`src/rtl/pong_game_core.sv`:
```
// Pong game core: serve/play/point/game-over sequencing, ball physics, paddles and scoring.
// Optional PONG_SPEEDUP_EN: ball |dx| grows by one every four consecutive returns (max 6).
module pong_game_core #(
    parameter int unsigned FRAME_W      = 640,
    parameter int unsigned FRAME_H      = 480,
    parameter int unsigned PADDLE_H     = 64,
    parameter int unsigned PADDLE_X1    = 16,
    parameter int unsigned PADDLE_X2    = 620,
    parameter int unsigned BALL_SIZE    = 8,
    parameter int unsigned PADDLE_SPEED = 4,
    parameter int unsigned WIN_SCORE    = 7,
    parameter int unsigned SCORE_W      = 3
) (
    input  logic               CLOCK_25,
    input  logic               reset,
    input  logic               tick,
    input  logic               p1_up,
    input  logic               p1_down,
    input  logic               p2_up,
    input  logic               p2_down,
    input  logic               pause_btn,
    output logic [11:0]        ball_x,
    output logic [11:0]        ball_y,
    output logic [11:0]        p1_y,
    output logic [11:0]        p2_y,
    output logic [SCORE_W-1:0] score1,
    output logic [SCORE_W-1:0] score2,
    output logic [2:0]         state,
    output logic [1:0]         winner,
    output logic               point_pulse
);
    localparam int unsigned POS_W   = 12;
    localparam int unsigned WIDE_W  = POS_W + 1;
    localparam int unsigned ARITH_W = 14;

    localparam logic [POS_W-1:0]  BALL_X0 = POS_W'((FRAME_W - BALL_SIZE) / 2);
    localparam logic [POS_W-1:0]  BALL_Y0 = POS_W'((FRAME_H - BALL_SIZE) / 2);
    localparam logic [POS_W-1:0]  PAD_Y0  = POS_W'((FRAME_H - PADDLE_H) / 2);
    localparam logic [WIDE_W-1:0] PAD_MAX = WIDE_W'(FRAME_H - PADDLE_H);
    localparam logic [WIDE_W-1:0] PAD_SPD = WIDE_W'(PADDLE_SPEED);
    localparam logic [SCORE_W-1:0] WIN_V  = SCORE_W'(WIN_SCORE);

    localparam logic signed [ARITH_W-1:0] X1_S  = ARITH_W'(PADDLE_X1);
    localparam logic signed [ARITH_W-1:0] X2_S  = ARITH_W'(PADDLE_X2);
    localparam logic signed [ARITH_W-1:0] BS_S  = ARITH_W'(BALL_SIZE);
    localparam logic signed [ARITH_W-1:0] HB_S  = ARITH_W'(BALL_SIZE / 2);
    localparam logic signed [ARITH_W-1:0] FH_S  = ARITH_W'(FRAME_H);
    localparam logic signed [ARITH_W-1:0] PH_S  = ARITH_W'(PADDLE_H);
    localparam logic signed [ARITH_W-1:0] Q1_S  = ARITH_W'(PADDLE_H / 4);
    localparam logic signed [ARITH_W-1:0] Q2_S  = ARITH_W'(PADDLE_H / 2);
    localparam logic signed [ARITH_W-1:0] Q3_S  = ARITH_W'((PADDLE_H / 4) * 3);

    typedef enum logic [2:0] {
        PAUSED   = 3'd0,
        SERVE    = 3'd1,
        PLAY     = 3'd2,
        POINT    = 3'd3,
        GAMEOVER = 3'd4
    } state_t;

    state_t                cur, cur_n, resume, resume_n;
    logic [POS_W-1:0]      ball_x_n, ball_y_n, p1_y_n, p2_y_n, p1_mv, p2_mv;
    logic [SCORE_W-1:0]    score1_n, score2_n;
    logic [1:0]            winner_n;
    logic                  point_pulse_n;
    logic signed [3:0]     dx, dx_n, dy, dy_n, mag_s;
    logic                  server, server_n;
    logic [4:0]            cnt, cnt_n;
    logic [2:0]            mag;
    logic signed [ARITH_W-1:0] bx, by, nx, ny, dxs, dys, off;
    logic                  wall_top, wall_bot, hit_l, hit_r, miss;
`ifdef PONG_SPEEDUP_EN
    logic [2:0]            spd, spd_n;
    logic [1:0]            ret, ret_n;
`endif

    function automatic logic [POS_W-1:0] paddle_step(input logic [POS_W-1:0] y,
                                                     input logic up, input logic down);
        logic [WIDE_W-1:0] yw;
        logic [POS_W-1:0]  res;
        yw  = {1'b0, y};
        res = y;
        if (up)
            res = (yw >= PAD_SPD) ? POS_W'(yw - PAD_SPD) : '0;
        else if (down)
            res = (yw + PAD_SPD >= PAD_MAX) ? POS_W'(PAD_MAX) : POS_W'(yw + PAD_SPD);
        return res;
    endfunction

    function automatic logic [POS_W-1:0] attach(input logic [POS_W-1:0] py);
        return py + POS_W'(PADDLE_H / 2 - BALL_SIZE / 2);
    endfunction

    function automatic logic signed [3:0] abs4(input logic signed [3:0] v);
        return v[3] ? -v : v;
    endfunction

    always_ff @(posedge CLOCK_25) begin
        if (reset) cur <= PAUSED;
        else       cur <= cur_n;
    end

    // Next-state and datapath: pause is handled every cycle, game steps only on tick.
    always_comb begin
        cur_n         = cur;
        resume_n      = resume;
        ball_x_n      = ball_x;
        ball_y_n      = ball_y;
        p1_y_n        = p1_y;
        p2_y_n        = p2_y;
        score1_n      = score1;
        score2_n      = score2;
        winner_n      = winner;
        point_pulse_n = 1'b0;
        dx_n          = dx;
        dy_n          = dy;
        server_n      = server;
        cnt_n         = cnt;
        p1_mv         = paddle_step(p1_y, p1_up, p1_down);
        p2_mv         = paddle_step(p2_y, p2_up, p2_down);
        bx            = ARITH_W'(ball_x);
        by            = ARITH_W'(ball_y);
        dxs           = ARITH_W'(dx);
        dys           = ARITH_W'(dy);
        nx            = bx + dxs;
        ny            = by + dys;
        off           = '0;
        wall_top      = 1'b0;
        wall_bot      = 1'b0;
        hit_l         = 1'b0;
        hit_r         = 1'b0;
        miss          = 1'b0;
`ifdef PONG_SPEEDUP_EN
        spd_n         = spd;
        ret_n         = ret;
        mag           = (ret == 2'd3 && spd < 3'd6) ? spd + 3'd1 : spd;
`else
        mag           = 3'd2;
`endif
        mag_s         = $signed({1'b0, mag});

        case (cur)
            PAUSED: begin
                if (pause_btn) cur_n = resume;
            end
            SERVE, PLAY: begin
                if (pause_btn) begin
                    resume_n = cur;
                    cur_n    = PAUSED;
                end else if (tick) begin
                    p1_y_n = p1_mv;
                    p2_y_n = p2_mv;
                    if (cur == SERVE) begin
                        ball_x_n = BALL_X0;
                        ball_y_n = attach(server ? p2_y : p1_y);
                        dx_n     = server ? -4'sd2 : 4'sd2;
                        dy_n     = 4'sd0;
                        cur_n    = PLAY;
`ifdef PONG_SPEEDUP_EN
                        spd_n    = 3'd2;
                        ret_n    = 2'd0;
`endif
                    end else begin
                        if (dy[3] && by <= -dys) begin
                            wall_top = 1'b1;
                            ny       = '0;
                        end else if (!dy[3] && dy != 4'sd0 && by + BS_S >= FH_S - dys) begin
                            wall_bot = 1'b1;
                            ny       = FH_S - BS_S;
                        end
                        hit_l = dx[3] && bx > X1_S && nx <= X1_S;
                        hit_r = !dx[3] && dx != 4'sd0 && bx + BS_S < X2_S && nx + BS_S >= X2_S;
                        if (hit_l) begin
                            nx  = X1_S;
                            off = by + HB_S - ARITH_W'(p1_y);
                        end else if (hit_r) begin
                            nx  = X2_S - BS_S;
                            off = by + HB_S - ARITH_W'(p2_y);
                        end
                        miss = (hit_l || hit_r) && (off[ARITH_W-1] || off >= PH_S);
                        // Return: paddle quarter picks the new vertical speed.
                        if ((hit_l || hit_r) && !miss) begin
                            if (off < Q1_S)      dy_n = -4'sd2;
                            else if (off < Q2_S) dy_n = -4'sd1;
                            else if (off < Q3_S) dy_n = 4'sd1;
                            else                 dy_n = 4'sd2;
                            dx_n = hit_l ? mag_s : -mag_s;
`ifdef PONG_SPEEDUP_EN
                            spd_n = mag;
                            ret_n = ret + 2'd1;
`endif
                        end
                        if (wall_top)      dy_n = abs4(dy_n);
                        else if (wall_bot) dy_n = -abs4(dy_n);
                        ball_x_n = POS_W'(nx);
                        ball_y_n = POS_W'(ny);
                        if (miss) begin
                            point_pulse_n = 1'b1;
                            cur_n         = POINT;
                            cnt_n         = '0;
                            if (hit_l) begin
                                score2_n = score2 + SCORE_W'(1);
                                server_n = 1'b0;
                            end else begin
                                score1_n = score1 + SCORE_W'(1);
                                server_n = 1'b1;
                            end
                        end
                    end
                end
            end
            POINT: begin
                if (tick) begin
                    p1_y_n = p1_mv;
                    p2_y_n = p2_mv;
                    cnt_n  = cnt + 5'd1;
                    if (cnt == 5'd31) begin
                        cnt_n = '0;
                        if (score1 == WIN_V || score2 == WIN_V) begin
                            cur_n    = GAMEOVER;
                            winner_n = (score1 == WIN_V) ? 2'd1 : 2'd2;
                        end else begin
                            cur_n    = SERVE;
                            ball_x_n = BALL_X0;
                            ball_y_n = attach(server ? p2_y : p1_y);
                        end
                    end
                end
            end
            GAMEOVER: begin
                if (pause_btn) begin
                    score1_n = '0;
                    score2_n = '0;
                    winner_n = 2'd0;
                    server_n = 1'b0;
                    cur_n    = SERVE;
                    ball_x_n = BALL_X0;
                    ball_y_n = attach(p1_y);
                end
            end
            default: cur_n = PAUSED;
        endcase
    end

    always_ff @(posedge CLOCK_25) begin
        if (reset) begin
            resume      <= SERVE;
            ball_x      <= BALL_X0;
            ball_y      <= BALL_Y0;
            p1_y        <= PAD_Y0;
            p2_y        <= PAD_Y0;
            score1      <= '0;
            score2      <= '0;
            winner      <= 2'd0;
            point_pulse <= 1'b0;
            dx          <= 4'sd2;
            dy          <= 4'sd0;
            server      <= 1'b0;
            cnt         <= '0;
`ifdef PONG_SPEEDUP_EN
            spd         <= 3'd2;
            ret         <= 2'd0;
`endif
        end else begin
            resume      <= resume_n;
            ball_x      <= ball_x_n;
            ball_y      <= ball_y_n;
            p1_y        <= p1_y_n;
            p2_y        <= p2_y_n;
            score1      <= score1_n;
            score2      <= score2_n;
            winner      <= winner_n;
            point_pulse <= point_pulse_n;
            dx          <= dx_n;
            dy          <= dy_n;
            server      <= server_n;
            cnt         <= cnt_n;
`ifdef PONG_SPEEDUP_EN
            spd         <= spd_n;
            ret         <= ret_n;
`endif
        end
    end

    assign state = cur;
endmodule
```
`config.mk`:
```
export PLATFORM = sky130hd
export DESIGN_NAME = pong_game_core
export DESIGN_NICKNAME = d
export VERILOG_FILES = /design/src/rtl/pong_game_core.sv
export SDC_FILE = /design/constraint.sdc
export NUM_CORES = 1
export LEC_CHECK = 0
export CAP_MARGIN = 15
export CORE_ASPECT_RATIO = 0.8
export CORE_UTILIZATION = 40
export CTS_BUF_LIST = sky130_fd_sc_hd__clkbuf_8
export DETAILED_ROUTE_END_ITERATION = 6
export GPL_TIMING_DRIVEN = 0
export PLACE_DENSITY_LB_ADDON = 0.05
export SLEW_MARGIN = 30
export SYNTH_ARGS = -nofsm -noshare
export SYNTH_HDL_FRONTEND = slang
export SYNTH_SLANG_ARGS = --single-unit
```
`constraint.sdc`:
```
create_clock -name CLOCK_25 -period 5.2 [get_ports CLOCK_25]
set_clock_uncertainty 0.15 [all_clocks]
set_input_delay 0.52 -clock CLOCK_25 [delete_from_list [all_inputs] [get_ports CLOCK_25]]
set_output_delay 0.52 -clock CLOCK_25 [all_outputs]
set_load 0.03 [all_outputs]
```
# After elaboration in Yosys (flattened, before gate mapping)
# Index checks and enable logic that the tools add are counted.
# word_totals
register_bits,77
input_bits,8
output_inout_bits,60
word_cells,222
# op_classes
add_sub_neg,21
n_lt_le_gt_ge,14
eq_ne,21
mux,112
bitwise_logic,3
n_reduce_logical,37
# op_table
op,count
$mux W12,31
$mux W14,6
$pmux W12 S3,2
$mux W3,20
$mux W4,15
$pmux W12 S2,2
$add A12 B3 Y13 const B,3
$mux W5,6
$lt A14 B7 Y1 const B,2
$add A12 B4 Y13 const B,2
$ge A13 B9 Y1 const B,2
$add A12 B5 Y12 const B,2
$ge A12 B3 Y1 const B,2
$ne A2 B2 Y1 const B,12
$sub A12 B3 Y12 const B,2
$reduce_and A7 Y1,3
$mux W1,18
$reduce_and A6 Y1,3
$add A13 B4 Y14,1
$add A14 B5 Y14 const B,1
$ge A14 B11 Y1,1
$ge A14 B11 Y1 const B,1
$ge A14 B8 Y1 const B,1
$le A13 B14 Y1,1
38 further kinds,69

# Depth between registers and ports, before layout
# logic_depth
word_depth,26
ltp_mapped,24
depth_no_buf,24

# Worst setup path before layout
# OpenSTA, ideal clock, no wires.
# synth_timing
path_type,flip-flop to flip-flop
start,register ball_y[4]
end,register dy[3]
setup_time_ps,139
t_arrival_ps,5482
setup_slack_ps,-571
path_stages_with_launch,22
n_path_buf,0
synth_period_minus_slack_ps,5771
cell_sequence,dfxtp_1 > ha_1 > nand4_1 > nor2_1 > nand2_1 > xnor2_1 > ha_1 > and3_1 > nor2b_1 > a2111o_1 > or3_1 > a2111oi_0 > a21oi_1 > nor4_1 > a41oi_2 > a22oi_1 > inv_2 > ha_1 > nor4_1 > a211oi_2 > a2111o_1 > nor4b_4
# synth_via
elab_chain_cells,24
elab_cells_between_ends,47
cone_classes,6 x add/sub; 6 x order compare; 29 x mux; 6 x reduce/logical
# synth_rtl
element,line,text
"start, declared",23,"output logic [11:0] ball_y,"
"start signal, assigned",267,ball_y <= ball_y_n;
branches (longest 22 deep; another with $sub A13 B12 Y14),-,
$mux W4 (*),193,if (wall_top) dy_n = abs4(dy_n);
$mux W4 (*),153,if (cur == SERVE) begin
"end signal, assigned",275,dy <= dy_n;
"end, declared",66,"logic signed [3:0] dx, dx_n, dy, dy_n, mag_s;"
# Every way passes the cells marked *. The select of a mux whose other input is x is not followed.
# A chain may end at the register's enable or synchronous reset.

# Worst setup path in the final report
# layout_timing
start,register ball_y[3]
end,register dy[3]
# Same word-level chain as after synthesis.

==> results.cfg <==
[cells_and_area]
multi_input_area_sq_um = 6600
seq_area_sq_um = 1410
final_common_cell = nor2_1
nFillCells = 1996
mostFrequentLayoutCells = 113 x nor2_1, 88 x nand2_1, 85 x a21oi_1
fin_area_sq_um = 9940
n_antenna_cell = 0
area_growth_pct = 23.6
drive_above_1_share_pct = 12.8
layout.nets = 1316

[worst_setup_path]
regToRegSetupSlack_ns = -0.002
critPathMaxStageDelay_ns = 0.43
cpMaxStageDelayCell = a2111oi_4
crit_top_cell = a2111o_1
worstPathCellList = buf_4 > ha_1 > nand3_2 > nor2_2 > xor2_2 > ha_4 > and3_4 > nor2b_4 > a2111o_1 > or3_4 > a2111oi_4 > a21oi_4 > nor4_4 > a41oi_4 > a211oi_2 > a21oi_2 > inv_2 > ha_4 > a2111o_1 > a2111o_1 > nor4b_4
crit_arrival_ns = 5.32
startpoint_type = register
crit_path_end_kind = register
cp_max_fo = 6
worstPathRequired_ns = 5.32
path_class = register to register

[pwr]
irDropWorstVdd_uv = 145
power_w = 0.00240
leakagePower_nw = 3.93
cellPowerDensity_nw_per_um2 = 241

[outcome]
status = complete, but fails checks
violations = design-rule violations, negative setup slack

[global_route]
antenna_found_initial = 0
grt_pass1_vias = 7845
grt_max_degree = 17
grt_pass1_wl_um = 43900
grt_use_total_pct = 27.0
grt_overflow_total = 0

[sta]
finalSetupTns_ns = -0.00208
setup_viol = 1
maxSlewHeadroom_pct = 42.0
period_needed_ns = 5.20
worstMarginPinSlew_ns = 0.864
fin_hold_ws_ns = 0.323
fmax_ghz = 0.192
period_share_pct = 100
maxSlewViolCount = 0
hold_violations = 0
grt_setup_unrepaired = yes
finalWorstSetupSlack_ns = -0.00208

[logic_synthesis]
ys_seq_elements = 69
synthArstFlopShare_pct = 0
syn_inst = 1103
synth_cell_types = 86
ys.warnings.count = 0
seq_area_frac_synth_pct = 17.2
synth_edf_count = 0
ys.flop_type = dfxtp_1
synthesis.area_sq_um = 8050
avgSynthCellArea_sq_um = 7.30

[place]
numPortBuffers = 61
placed_area_sq_um = 9040
dpl.hpwl_um = 21200
gp_congestion = 0.938

[route]
antenna_left = 0
dr.pass1.iters = 7
drc_errors = 4
drt_iter0_markers = 807
routedWlPerCell_um = 19.2
via_count = 8897
totalWireLength_um = 28600
routed_via_density = 5.98

[hold_path]
hold_path.class = register to register

[cts]
cts_tree = done
clk_latency_ns = 0.39
numCtsBuffers = 9
clock_sink_count = 69
path_clk_slew_ns = 0.10
cts_max_path_buffers = 2
clock-root-buffer = clkbuf_8
htree_levels = 3

[job]
drv_cap = 0

[die]
die-area_sq_um = 20700
die_y_um = 129
chipWidth_um = 161
start_util_pct = 40.8
ioPinCount = 68
rows = 46
coreArea_sq_um = 19700
cells by family (layout without fill, tap and decap cells):
| family | count (synthesis) | count (layout) | share of synthesized area (%) |
|---|---|---|---|
| and+or+nand+nor | 390 | 390 | 23.5 |
| xor gates and xnor gates | 62 | 62 | 6.75 |
| buffers and inverters | 121 | 237 | 5.89 |
| DFF | 69 | 69 | 17.2 |
| muxes | 24 | 24 | 3.17 |
| adders and majority gates | 90 | 90 | 14.2 |
| other | 2 | 7 | 0.0933 |
| AOI/OAI and AO/OA | 345 | 345 | 29.3 |
stage by stage:
step | std cells | setup WS (ns) | util (%)
global route | 1488 | -0.175 | 50.4
global placement | 1433 | -0.854 | 45.8
detailed placement | 1433 | -0.871 | 45.8
CTS | 1471 | 0.0119 | 48.5
finish | 1488 | -0.00208 | 50.4
floorplan | 1108 | 0.00359 | -
cell type report:
type	instances	share of cell area (%)
clock inverters	7	0.755
well taps	264	3.32
flip-flops and latches	69	14.1
plain buffers	52	2.20
multi-input cells	918	66.3
clock buffers	9	1.25
repair buffers	103	9.51
inverters	66	2.49
worst max-delay path, delay by kind of cell, from the launching register on:
family | cells | cell delay (ns)
xor gates and xnor gates | 1 | 0.23
and+or+nand+nor | 7 | 1.42
adders and majority gates | 3 | 0.68
AOI/OAI and AO/OA | 8 | 1.98
buffers and inverters | 2 | 0.22
DFF | 1 | 0.39
cells in the mapped netlist (7+ instances only):
master | instances | area share (%)
xor2_1 | 18 | 2.0
o21bai_1 | 8 | 0.75
dfxtp_1 | 69 | 17
and3_1 | 11 | 0.86
o221ai_1 | 7 | 0.76
a21o_1 | 12 | 1.1
a211oi_1 | 14 | 1.3
clkbuf_1 | 46 | 2.1
inv_1 | 64 | 3.0
o31ai_1 | 8 | 0.75
nor2b_1 | 18 | 1.4
nand4_1 | 12 | 0.93
a221oi_1 | 7 | 0.76
nor3_1 | 37 | 2.3
ha_1 | 87 | 14
o211ai_1 | 12 | 1.1
mux2i_1 | 21 | 2.6
nor2_1 | 118 | 5.5
o21a_1 | 18 | 1.7
or3_1 | 8 | 0.62
a31oi_1 | 13 | 1.0
nand2_1 | 89 | 4.2
a21oi_1 | 88 | 5.5
o21ai_0 | 68 | 4.2
xnor2_1 | 44 | 4.8
nor4_1 | 13 | 1.0
nand2b_1 | 8 | 0.62
nand3_1 | 39 | 2.4
a22oi_1 | 7 | 0.65
power breakdown:
part | switching, W | total [W] | internal, W | leakage, nW
Sequential | 0.0000457 | 0.000598 | 0.000552 | 0.560
Clock | 0.000285 | 0.000475 | 0.000191 | 0.0990
Combinational | 0.000780 | 0.00132 | 0.000543 | 3.27
per-layer routing:
layer	track usage [%]	share of wire, %	vias up
met3	3.35	6.6	22
met4	6.39	1.2	0
li1	-	-	4297
met5	0	0	-
met1	43.0	52	4266
met2	37.3	40	312
state kept, by name (all words and copies together) (netlist names), 2 cells and up:
register,count
ball_x,11
score2,3
dy,4
p1_y,10
score1,3
winner,2
state,3
cnt,5
p2_y,10
resume,3
ball_y,12
final timing paths:
| kind | start | end | cells past startpoint |
|---|---|---|---|
| hold / removal | resume[2] | resume[2] | 1 |
| setup / recovery | ball_y[3] | dy[3] | 21 |
| hold reg to reg | resume[2] | resume[2] | 1 |
| setup reg to reg | ball_y[3] | dy[3] | 21 |
timing repair:
action                                 4_1_cts  5_1_grt
setup endpoints to repair                    3        3
hold buffers                                 0        0
gates resized for setup                     34       46
pin swaps                                   12       29
buffers inserted                            25       19
endpoints found under the hold margin        0        0
(Power assumes the default switching activity.)
